## config.mk

```make
export PLATFORM = sky130hd
export DESIGN_NAME = imem_loader
export DESIGN_NICKNAME = d
export VERILOG_FILES = /design/src/rtl/imem_load_pkg.sv /design/src/rtl/imem_loader_word_assembler.sv /design/src/rtl/imem_loader.sv
export SDC_FILE = /design/constraint.sdc
export NUM_CORES = 1
export LEC_CHECK = 0
export CAP_MARGIN = 20
export CORE_MARGIN = 3
export CORE_UTILIZATION = 50
export DETAILED_ROUTE_END_ITERATION = 6
export GPL_TIMING_DRIVEN = 0
export PLACE_DENSITY_LB_ADDON = 0.25
export SYNTH_ARGS = -nofsm -noshare
export SYNTH_HDL_FRONTEND = slang
export SYNTH_SLANG_ARGS = --single-unit
```

## constraint.sdc

```tcl
create_clock -name clock -period 2.85 [get_ports clock]
set_clock_uncertainty 0.05 [all_clocks]
set_input_delay 0.7125 -clock clock [delete_from_list [all_inputs] [get_ports clock]]
set_output_delay 0.7125 -clock clock [all_outputs]
set_load 0.02 [all_outputs]
```

## src/rtl/imem_load_pkg.sv

```systemverilog
// rtl/imem_load_pkg.sv - shared states and sizing helpers for the imem loader
package imem_load_pkg;

    typedef enum logic [2:0] {
        IDLE,
        HDR,
        LOAD,
        WRITE,
        DONE,
        ERROR
    } state_t;

    localparam int N_DEFAULT      = 32;
    localparam int BYTES_PER_WORD = N_DEFAULT / 8;
    localparam int BCW            = $clog2(BYTES_PER_WORD);

    // A one-byte word still needs a one-bit counter to keep vectors legal.
    function automatic int cnt_width(input int bytes);
        return (bytes > 1) ? $clog2(bytes) : 1;
    endfunction

endpackage

```

## src/rtl/imem_loader_word_assembler.sv

```systemverilog
// rtl/imem_loader_word_assembler.sv - little-endian byte-to-word assembler
module word_assembler
    import imem_load_pkg::*;
#(
    parameter int N = N_DEFAULT
) (
    input  logic         clock,
    input  logic         reset,
    input  logic [7:0]   i_byte,
    input  logic         i_load,
    input  logic         i_clear,
    output logic [N-1:0] o_word,
    output logic         o_last_byte
);

    localparam int BPW = N / 8;
    localparam int CW  = cnt_width(BPW);

    logic [N-1:0]  r_word;
    logic [CW-1:0] r_cnt;

    assign o_word      = r_word;
    assign o_last_byte = (r_cnt == CW'(BPW - 1));

    always_ff @(posedge clock) begin
        if (reset || i_clear) begin
            r_word <= '0;
            r_cnt  <= '0;
        end else if (i_load) begin
            for (int k = 0; k < BPW; k++) begin
                if (r_cnt == CW'(k)) begin
                    r_word[8*k +: 8] <= i_byte;
                end
            end
            r_cnt <= o_last_byte ? '0 : r_cnt + CW'(1);
        end
    end

endmodule

```

## src/rtl/imem_loader.sv

```systemverilog
// rtl/imem_loader.sv - boot byte stream to instruction memory writer with core hold
module imem_loader
    import imem_load_pkg::*;
#(
    parameter int n      = 32,
    parameter int AW     = 5,
    parameter int NWORDS = 32
) (
    input  logic          clock,
    input  logic          reset,
    input  logic          start,
    input  logic [7:0]    rx_data,
    input  logic          rx_valid,
    output logic          rx_ready,
    output logic          we,
    output logic [AW-1:0] waddr,
    output logic [n-1:0]  wdata,
    output logic          busy,
    output logic          done,
    output logic          error,
    output logic          cpu_hold
);

    localparam logic [AW:0] IDX_ONE = (AW+1)'(1);

    state_t      r_state;
    logic [AW:0] r_len;
    logic [AW:0] r_index;
    logic        r_rx_ready;
    logic        r_we;
    logic        r_busy;
    logic        r_done;
    logic        r_error;
    logic        r_cpu_hold;

    logic        w_xfer;
    logic        w_idle_like;
    logic        w_clear;
    logic        w_load;
    logic        w_last_byte;
    logic [31:0] w_len32;
    logic        w_len_ok;
    logic        w_last_word;
    logic [n-1:0] w_word;

    assign w_xfer      = rx_valid && r_rx_ready;
    assign w_idle_like = (r_state == IDLE) || (r_state == DONE) || (r_state == ERROR);
    assign w_clear     = start && w_idle_like;
    assign w_load      = w_xfer && (r_state == LOAD);
    assign w_len32     = {24'd0, rx_data};
    assign w_len_ok    = (rx_data != 8'd0) && (w_len32 <= 32'(NWORDS));
    assign w_last_word = (r_index == r_len - IDX_ONE);

    word_assembler #(
        .N(n)
    ) u_asm (
        .clock       (clock),
        .reset       (reset),
        .i_byte      (rx_data),
        .i_load      (w_load),
        .i_clear     (w_clear),
        .o_word      (w_word),
        .o_last_byte (w_last_byte)
    );

    assign rx_ready = r_rx_ready;
    assign we       = r_we;
    assign waddr    = r_index[AW-1:0];
    assign wdata    = w_word;
    assign busy     = r_busy;
    assign done     = r_done;
    assign error    = r_error;
    assign cpu_hold = r_cpu_hold;

    // Flags are assigned alongside each transition so they reflect the state being entered.
    always_ff @(posedge clock) begin
        if (reset) begin
            r_state    <= IDLE;
            r_len      <= '0;
            r_index    <= '0;
            r_rx_ready <= 1'b0;
            r_we       <= 1'b0;
            r_busy     <= 1'b0;
            r_done     <= 1'b0;
            r_error    <= 1'b0;
            r_cpu_hold <= 1'b1;
        end else begin
            r_we <= 1'b0;
            case (r_state)
                IDLE, DONE, ERROR: begin
                    if (start) begin
                        r_state    <= HDR;
                        r_index    <= '0;
                        r_rx_ready <= 1'b1;
                        r_busy     <= 1'b1;
                        r_done     <= 1'b0;
                        r_error    <= 1'b0;
                        r_cpu_hold <= 1'b1;
                    end
                end
                HDR: begin
                    if (w_xfer) begin
                        if (w_len_ok) begin
                            r_len   <= w_len32[AW:0];
                            r_state <= LOAD;
                        end else begin
                            r_state    <= ERROR;
                            r_rx_ready <= 1'b0;
                            r_busy     <= 1'b0;
                            r_error    <= 1'b1;
                        end
                    end
                end
                LOAD: begin
                    if (w_xfer && w_last_byte) begin
                        r_state    <= WRITE;
                        r_rx_ready <= 1'b0;
                        r_we       <= 1'b1;
                    end
                end
                WRITE: begin
                    if (w_last_word) begin
                        r_state    <= DONE;
                        r_busy     <= 1'b0;
                        r_done     <= 1'b1;
                        r_cpu_hold <= 1'b0;
                    end else begin
                        r_state    <= LOAD;
                        r_index    <= r_index + IDX_ONE;
                        r_rx_ready <= 1'b1;
                    end
                end
                default: begin
                    r_state    <= IDLE;
                    r_rx_ready <= 1'b0;
                    r_busy     <= 1'b0;
                    r_cpu_hold <= 1'b1;
                end
            endcase
        end
    end

endmodule

```

==> summary.txt, run 1 <==
Drt
  • Drt total wl: 5760 um
  • DRC viols: 0
  • DRT Pass-1 Iters: 4
  • DR iter-0 viols: 179
  • Vias per inst: 5.31
  • Antenna-violating nets left: 0
  • Post-detailed-route wirelength per cell: 13.9 um
  • Vias: 2205

STA
  • Period utilization: 0.927
  • Slew margin rel.: 0.508
  • Fmax: 0.379 GHz
  • Min Tclk post-route: 2.64 ns
  • Final Hold Vio Count: 0
  • Worst slew pin tran: 0.737 ns
  • Final setup fails: 0
  • Max Slew Vio Count: 0
  • RSZ-0062 raised after global routing: no

Run
  • Max Cap Viol: 0

Critical path
  • Start point of the critical path: start
  • Element type at the critical path start: input pin
  • Reg2reg path depth: 7
  • CP Class: input pin to flip-flop
  • Crit path capture type: flip-flop
  • Launch point of the worst reg-to-reg path: r_len[0]
  • WP data arrival: 2.79 ns
  • Reg2reg end: busy
  • CP max FO: 10
  • Worst path required time: 2.99 ns
  • Flop2flop setup slack: 0.52 ns
  • Critical Path Sink: u_asm.o_word[0]

Power and ir drop
  • PwrDens: 403 nW/um^2
  • Static Leakage: 0.00134 uW
  • P_sw: 328 uW
  • Sequential power share: 0.591
  • Clk network pwr share: 0.333
  • Worst ir drop on vdd: 0.358 mV
  • Tot Pwr: 1320 uW
  • Switching Share: 0.249
  • Power Internal: 989 uW
  • Comb power frac: 0.075

Floorplan
  • FP Rows: 25
  • Die area: 5990 um^2
  • Core area: 4820 um^2
  • Die H: 77.4 um
  • Num ports: 55
  • Die Span X: 77.4 um
  • Effective utilization at floorplan: 0.529

Final layout
  • Fin cells: 415
  • Ant diodes: 0
  • Layout cell share with drive strength beyond 1: 0.0690
  • NumNets Final: 365
  • Commonest cells after routing, fill and taps aside: dfxtp_1, clkdlybuf4s50_1, nor2_1, mux2i_1
  • Layout Area Growth over Synthesis: 28.0%
  • Commonest non-fill, non-tap cell in the layout: dfxtp_1

Synth
  • Synth async-reset ratio: 0
  • Adder-cell share of the synthesized area: 0.0295
  • Post-synth EDFFs: 0
  • Mux share of post-synthesis cell area: 0.130
  • Cell variety after synth: 42
  • Syn nets: 304
  • Post-Syn Area: 2550 um^2
  • Compound-Gate Fraction of Synth Area: 0.143
  • Top FF cell, synth: dfxtp_1
  • Synth Area in XOR/XNOR: 0.0241
  • Seq cells post-synth: 55
  • Simple-Gate Fraction of Synth Area: 0.202
  • Seq/Total Area, Yosys: 0.432
  • Yosys warnings: 0
  • Avg Cell Area, Syn: 8.91 um^2
  • Post-synthesis cell count: 286
  • Largest family of logic cells by synthesized area: simple AND/OR/NAND/NOR gates

Place
  • Port buffer count: 53
  • DPL Wire Length: 4260 um
  • Inst Count DP: 406
  • Gpl congestion: 0.871

Clock tree
  • Clock root buffer: clkbuf_8
  • Post-CTS sizing: 0
  • Worst-case clock buffer depth: 2
  • Clock Sinks: 55
  • Setup Buffers After CTS: 0
  • Clock slew at reported path FFs: 0.10 ns
  • # hold bufs at CTS: 0
  • CTS buffer count: 5
  • CTS tree: done
  • Skew-Pair Late Insertion Delay: 0.32 ns
  • Max H-tree Level: 2

GRT
  • Initial antenna violation count: 0
  • GRT Total Usage: 0.200
  • First-pass GRT wire length: 9570 um
  • Vias in the first global route: 2007
  • Grt ovf: 0
  • Pin count of the biggest net entering global routing: 19

Status
  • Run status: completed

Worst hold path
  • HP Class: flip-flop to flip-flop
## worst max-delay path, cell delays in order
cell and delay (ns):
clkdlybuf4s50_1 0.54, nand2b_1 0.12, nor2_1 0.33, or2_2 0.20, clkbuf_1 0.36, clkbuf_1 0.42
nor2_1 0.10
## Yosys cell counts (2+ instances only)
cell type / instances / share of area
dfxtp_1: 55 / 0.43
nor2_1: 51 / 0.075
mux2i_1: 33 / 0.13
a21oi_1: 24 / 0.047
nand2_1: 24 / 0.035
clkbuf_1: 11 / 0.016
nand3_1: 11 / 0.022
o21ai_0: 9 / 0.018
ha_1: 6 / 0.029
inv_1: 6 / 0.0088
buf_4: 5 / 0.015
nand4_1: 5 / 0.012
nor2b_1: 4 / 0.0098
xor2_1: 4 / 0.014
a2111o_1: 3 / 0.013
nand2b_1: 3 / 0.0074
or3_1: 3 / 0.0074
xnor2_1: 3 / 0.010
a211oi_2: 2 / 0.0098
o21bai_1: 2 / 0.0059
## logic make-up (layout without fill, tap and decap cells)
kind of cell | after synthesis | count (layout)
mux | 33 | 33
simple gates | 111 | 111
buf+inv | 22 | 84
flops | 55 | 55
xor+xnor | 7 | 7
compound gates | 52 | 52
fa+ha+maj | 6 | 6
## power groups by stage
stage | Clock [uW] | Combinational (uW) | Sequential, uW
4_1_cts | 456 | 99.4 | 778
2_1_floorplan | 0 | 51.8 | 799
6_report | 439 | 99.2 | 778
3_3_place_gp | 0 | 98.9 | 796
5_1_grt | 482 | 110 | 780
3_5_place_dp | 0 | 98.7 | 796
## cell type report
| cell class | instances | area, um^2 |
|---|---|---|
| fill | 400 | 1560 |
| multi-input combinational | 209 | 1350 |
| sequential | 55 | 1100 |
| timing repair buffer | 54 | 538 |
| tap | 67 | 83.8 |
| buffer | 16 | 78.8 |
| clock buffer | 5 | 68.8 |
| clock inverter | 3 | 22.5 |
| inverter | 6 | 22.5 |
## per-layer routing
layer / vias up / wire [um] / track usage
met5: - / 0 / 0
met4: 0 / 80 / 0.0605
met3: 7 / 217 / 0.0406
met2: 44 / 2900 / 0.336
met1: 1044 / 2560 / 0.257
li1: 1110 / - / -
## worst min-delay path by stage
stage | cells past startpoint | end | slack (ns) | from
after floorplan | 2 | r_index[5] | 0.41 | r_index[5]
after CTS | 2 | u_asm.o_word[30] | 0.41 | u_asm.o_word[30]
after detailed placement | 2 | u_asm.o_word[30] | 0.40 | u_asm.o_word[30]
final | 2 | u_asm.o_word[25] | 0.41 | u_asm.o_word[25]
after global placement | 2 | u_asm.o_word[25] | 0.39 | u_asm.o_word[25]
after global routing | 2 | u_asm.o_word[29] | 0.44 | u_asm.o_word[29]
## state kept, by name (all words and copies together), names as in the netlist
register / cells
r_state: 3
r_index: 6
done: 1
rx_ready: 1
r_len: 6
error: 1
u_asm.o_word: 32
we: 1
cpu_hold: 1
busy: 1
u_asm.r_cnt: 2
## through the flow
step / hold slack [ns] / setup WS, ns / TNS [ns] / utilization / cell area [um^2]
6_report: 0.409 / 0.209 / 0 / 0.677 / 3260
5_1_grt: 0.438 / 0.0174 / 0 / 0.677 / 3260
3_3_place_gp: 0.393 / -0.240 / -4.97 / 0.657 / 3160
2_1_floorplan: 0.406 / 0.521 / 0 / - / 2550
3_5_place_dp: 0.397 / -0.272 / -4.53 / 0.657 / 3160
4_1_cts: 0.411 / 0.0559 / 0 / 0.676 / 3250
No activity file was read; power rests on OpenSTA's default activity.
==> run 2, diff against run 1 <==
--- a/config.mk
+++ b/config.mk
@@ -10,7 +10,7 @@
 export CORE_UTILIZATION = 50
 export DETAILED_ROUTE_END_ITERATION = 6
 export GPL_TIMING_DRIVEN = 0
-export PLACE_DENSITY_LB_ADDON = 0.25
+export PLACE_DENSITY = 0.79
 export SYNTH_ARGS = -nofsm -noshare
 export SYNTH_HDL_FRONTEND = slang
 export SYNTH_SLANG_ARGS = --single-unit
==> run 2 against run 1 <==
Utilization decreased by 0.078 points; setup slack got worse by 0.017 ns; maximum frequency decreased by 0.64%; flip-flop and latch count unchanged; die area unchanged; critical path depth unchanged; via count increased by 1.2%; non-clock buffer count decreased by 1; global-route usage increased by 0.55 points; critical endpoint is now r_len[5]; largest cell class unchanged; largest power group unchanged.
==> summary.txt, run 2 (same netlist as run 1, synthesis figures left out) <==
Power and ir drop
  • Switching Share: 0.249 (+0.000328)
  • PwrDens: 405 nW/um^2 (+0.32%)
  • Power Internal: 990 uW (+0.16%)
  • Clk network pwr share: 0.334 (about the same)
  • Comb power frac: 0.076 (about the same)
  • Tot Pwr: 1320 uW (+0.20%)
  • Sequential power share: 0.591 (about the same)
  • P_sw: 329 uW (+0.34%)
  • Worst ir drop on vdd: 0.347 mV (-3.1%)
  • Static Leakage: 0.00134 uW (about the same)

Drt
  • Vias: 2231 (+1.2%)
  • Drt total wl: 5960 um (+3.5%)
  • DRC viols: 0 (unchanged)
  • Antenna-violating nets left: 0 (unchanged)
  • Post-detailed-route wirelength per cell: 14.4 um (+3.8%)
  • DRT Pass-1 Iters: 4 (unchanged)
  • DR iter-0 viols: 98 (-45%)
  • Vias per inst: 5.39 (+1.4%)

Critical path
  • Crit path capture type: flip-flop
  • WP data arrival: 2.79 ns (about the same)
  • Start point of the critical path: rx_data[1]
  • Worst path bufs/invs: 2 (-1)
  • Reg2reg path depth: 7 (unchanged)
  • Element type at the critical path start: input pin
  • Launch point of the worst reg-to-reg path: r_len[0]
  • Critical Path Sink: r_len[5]
  • Critical Path Max Stage Delay: 0.60 ns (+0.06 ns)
  • CP Class: input pin to flip-flop
  • Crit-path leading delay family: simple AND/OR/NAND/NOR gates
  • Reg2reg end: busy
  • Flop2flop setup slack: 0.49 ns (-0.03 ns)
  • Worst path depth: 7 (unchanged)
  • Slowest stage cell, crit path: or4_1
  • Worst path required time: 2.99 ns (about the same)
  • CP max FO: 6 (-4)
  • Critical path, cell by cell: clkdlybuf4s50_1 -> or4_1 -> or3_1 -> nand4_1 -> buf_4 -> mux2i_1 -> nor2_1

GRT
  • Initial antenna violation count: 0 (unchanged)
  • Pin count of the biggest net entering global routing: 19 (unchanged)
  • Vias in the first global route: 2130 (+6.1%)
  • Grt ovf: 0 (unchanged)
  • First-pass GRT wire length: 10000 um (+4.5%)
  • GRT Total Usage: 0.205 (+0.00547)

Floorplan
  • Die H: 77.4 um (unchanged)
  • Die area: 5990 um^2 (unchanged)
  • Effective utilization at floorplan: 0.529 (unchanged)
  • Num ports: 55 (unchanged)
  • FP Rows: 25 (unchanged)
  • Core area: 4820 um^2 (unchanged)
  • Die Span X: 77.4 um (unchanged)

STA
  • RSZ-0062 raised after global routing: no
  • Worst slew pin tran: 0.756 ns (+0.0192 ns)
  • Max Slew Vio Count: 0 (unchanged)
  • Fmax: 0.376 GHz (-0.64%)
  • Slew margin rel.: 0.495 (-0.0128)
  • Min Tclk post-route: 2.66 ns (+0.0171 ns)
  • Period utilization: 0.933 (+0.00601)
  • Final Hold Vio Count: 0 (unchanged)
  • Final setup fails: 0 (unchanged)

Final layout
  • Commonest non-fill, non-tap cell in the layout: dfxtp_1
  • Fin util: 0.676 (-0.000779)
  • Fin cells: 414 (-0.24%)
  • Commonest cells after routing, fill and taps aside: dfxtp_1, clkdlybuf4s50_1, nor2_1, mux2i_1
  • Layout Area Growth over Synthesis: 27.8%
  • Max reg flops: 32 (unchanged)
  • FILL cells: 431 (+7.8%)
  • NumNets Final: 364 (-0.27%)
  • Layout cell share with drive strength beyond 1: 0.0692 (+0.000199)
  • Post-route design area: 3260 um^2 (-0.12%)
  • Ant diodes: 0 (unchanged)

Place
  • Area post-placement: 3160 um^2 (unchanged)
  • Inst Count DP: 406 (unchanged)
  • Port buffer count: 53 (unchanged)
  • DPL Wire Length: 4270 um (+0.23%)
  • Gpl congestion: 0.908 (+4.2%)

Clock tree
  • Clock Sinks: 55 (unchanged)
  • Max H-tree Level: 2 (unchanged)
  • Worst-case clock buffer depth: 2 (unchanged)
  • Clock slew at reported path FFs: 0.10 ns (about the same)
  • CTS buffer count: 5 (unchanged)
  • CTS tree: done
  • # hold bufs at CTS: 0 (unchanged)
  • Clock root buffer: clkbuf_8
  • Skew-Pair Late Insertion Delay: 0.31 ns (about the same)

Worst hold path
  • HP Class: flip-flop to flip-flop

Status
  • Run status: completed

Run
  • Max Cap Viol: 0 (unchanged)
-- run 2: layer usage --
metal | up-vias | global-route usage | routed length (um)
met3 | 6 | 0.0487 | 330
met1 | 1059 | 0.278 | 2710
met2 | 56 | 0.329 | 2850
met4 | 0 | 0.0516 | 60
li1 | 1110 | - | -
met5 | - | 0 | 0
-- run 2: worst min path at each step --
stage,startpoint,slack [ns],cells past startpoint,to
3_5_place_dp,u_asm.o_word[30],0.40,2,u_asm.o_word[30]
4_1_cts,u_asm.o_word[30],0.41,2,u_asm.o_word[30]
6_report,u_asm.o_word[29],0.42,2,u_asm.o_word[29]
5_1_grt,u_asm.o_word[31],0.44,2,u_asm.o_word[31]
2_1_floorplan,r_index[5],0.41,2,r_index[5]
3_3_place_gp,u_asm.o_word[27],0.39,2,u_asm.o_word[27]
-- run 2: cell type report --
| class | instances | area (um^2) | area share |
|---|---|---|---|
| plain buffers | 15 | 75.1 | 0.0230 |
| clock buffers | 5 | 68.8 | 0.0211 |
| clock inverters | 3 | 22.5 | 0.00691 |
| inverters | 6 | 22.5 | 0.00691 |
| multi-input cells | 209 | 1350 | 0.413 |
| flip-flops and latches | 55 | 1100 | 0.338 |
| well taps | 67 | 83.8 | 0.0257 |
| repair buffers | 54 | 538 | 0.165 |
-- run 2: timing repair --
| action | in CTS | in global routing |
|---|---|---|
| cloned | 0 | 0 |
| gates resized for setup | 0 | 1 |
| buffers inserted | 1 | 0 |
| pin swaps | 1 | 0 |
| endpoints found under the setup margin | 6 | 16 |
-- run 2: worst min-delay path: stages, from the launching register on --
cell and delay, ns:
dfxtp_1 0.32, nand2_1 0.05, a21oi_1 0.05
-- run 2: power by group through the flow --
stage / Clock (uW) / Combinational (uW) / Sequential (uW)
2_1_floorplan: 0 / 51.8 / 799
4_1_cts: 449 / 100 / 779
3_3_place_gp: 0 / 99.3 / 796
6_report: 440 / 100 / 779
3_5_place_dp: 0 / 99.7 / 797
5_1_grt: 481 / 110 / 780
-- run 2: metrics by stage --
step / setup TNS, ns / worst slack (ns) / hold WS, ns
3_3_place_gp: -6.96 / -0.306 / 0.392
2_1_floorplan: 0 / 0.521 / 0.406
4_1_cts: 0 / 0.136 / 0.414
5_1_grt: 0 / 0.102 / 0.435
3_5_place_dp: -6.65 / -0.368 / 0.400
6_report: 0 / 0.192 / 0.417
==> run 3, diff against run 2 <==
--- a/config.mk
+++ b/config.mk
@@ -14,3 +14,4 @@
 export SYNTH_ARGS = -nofsm -noshare
 export SYNTH_HDL_FRONTEND = slang
 export SYNTH_SLANG_ARGS = --single-unit
+export TNS_END_PERCENT = 10
==> results of run 3 <==
The final DEF is identical to that of run 2; final timing and power are the same.
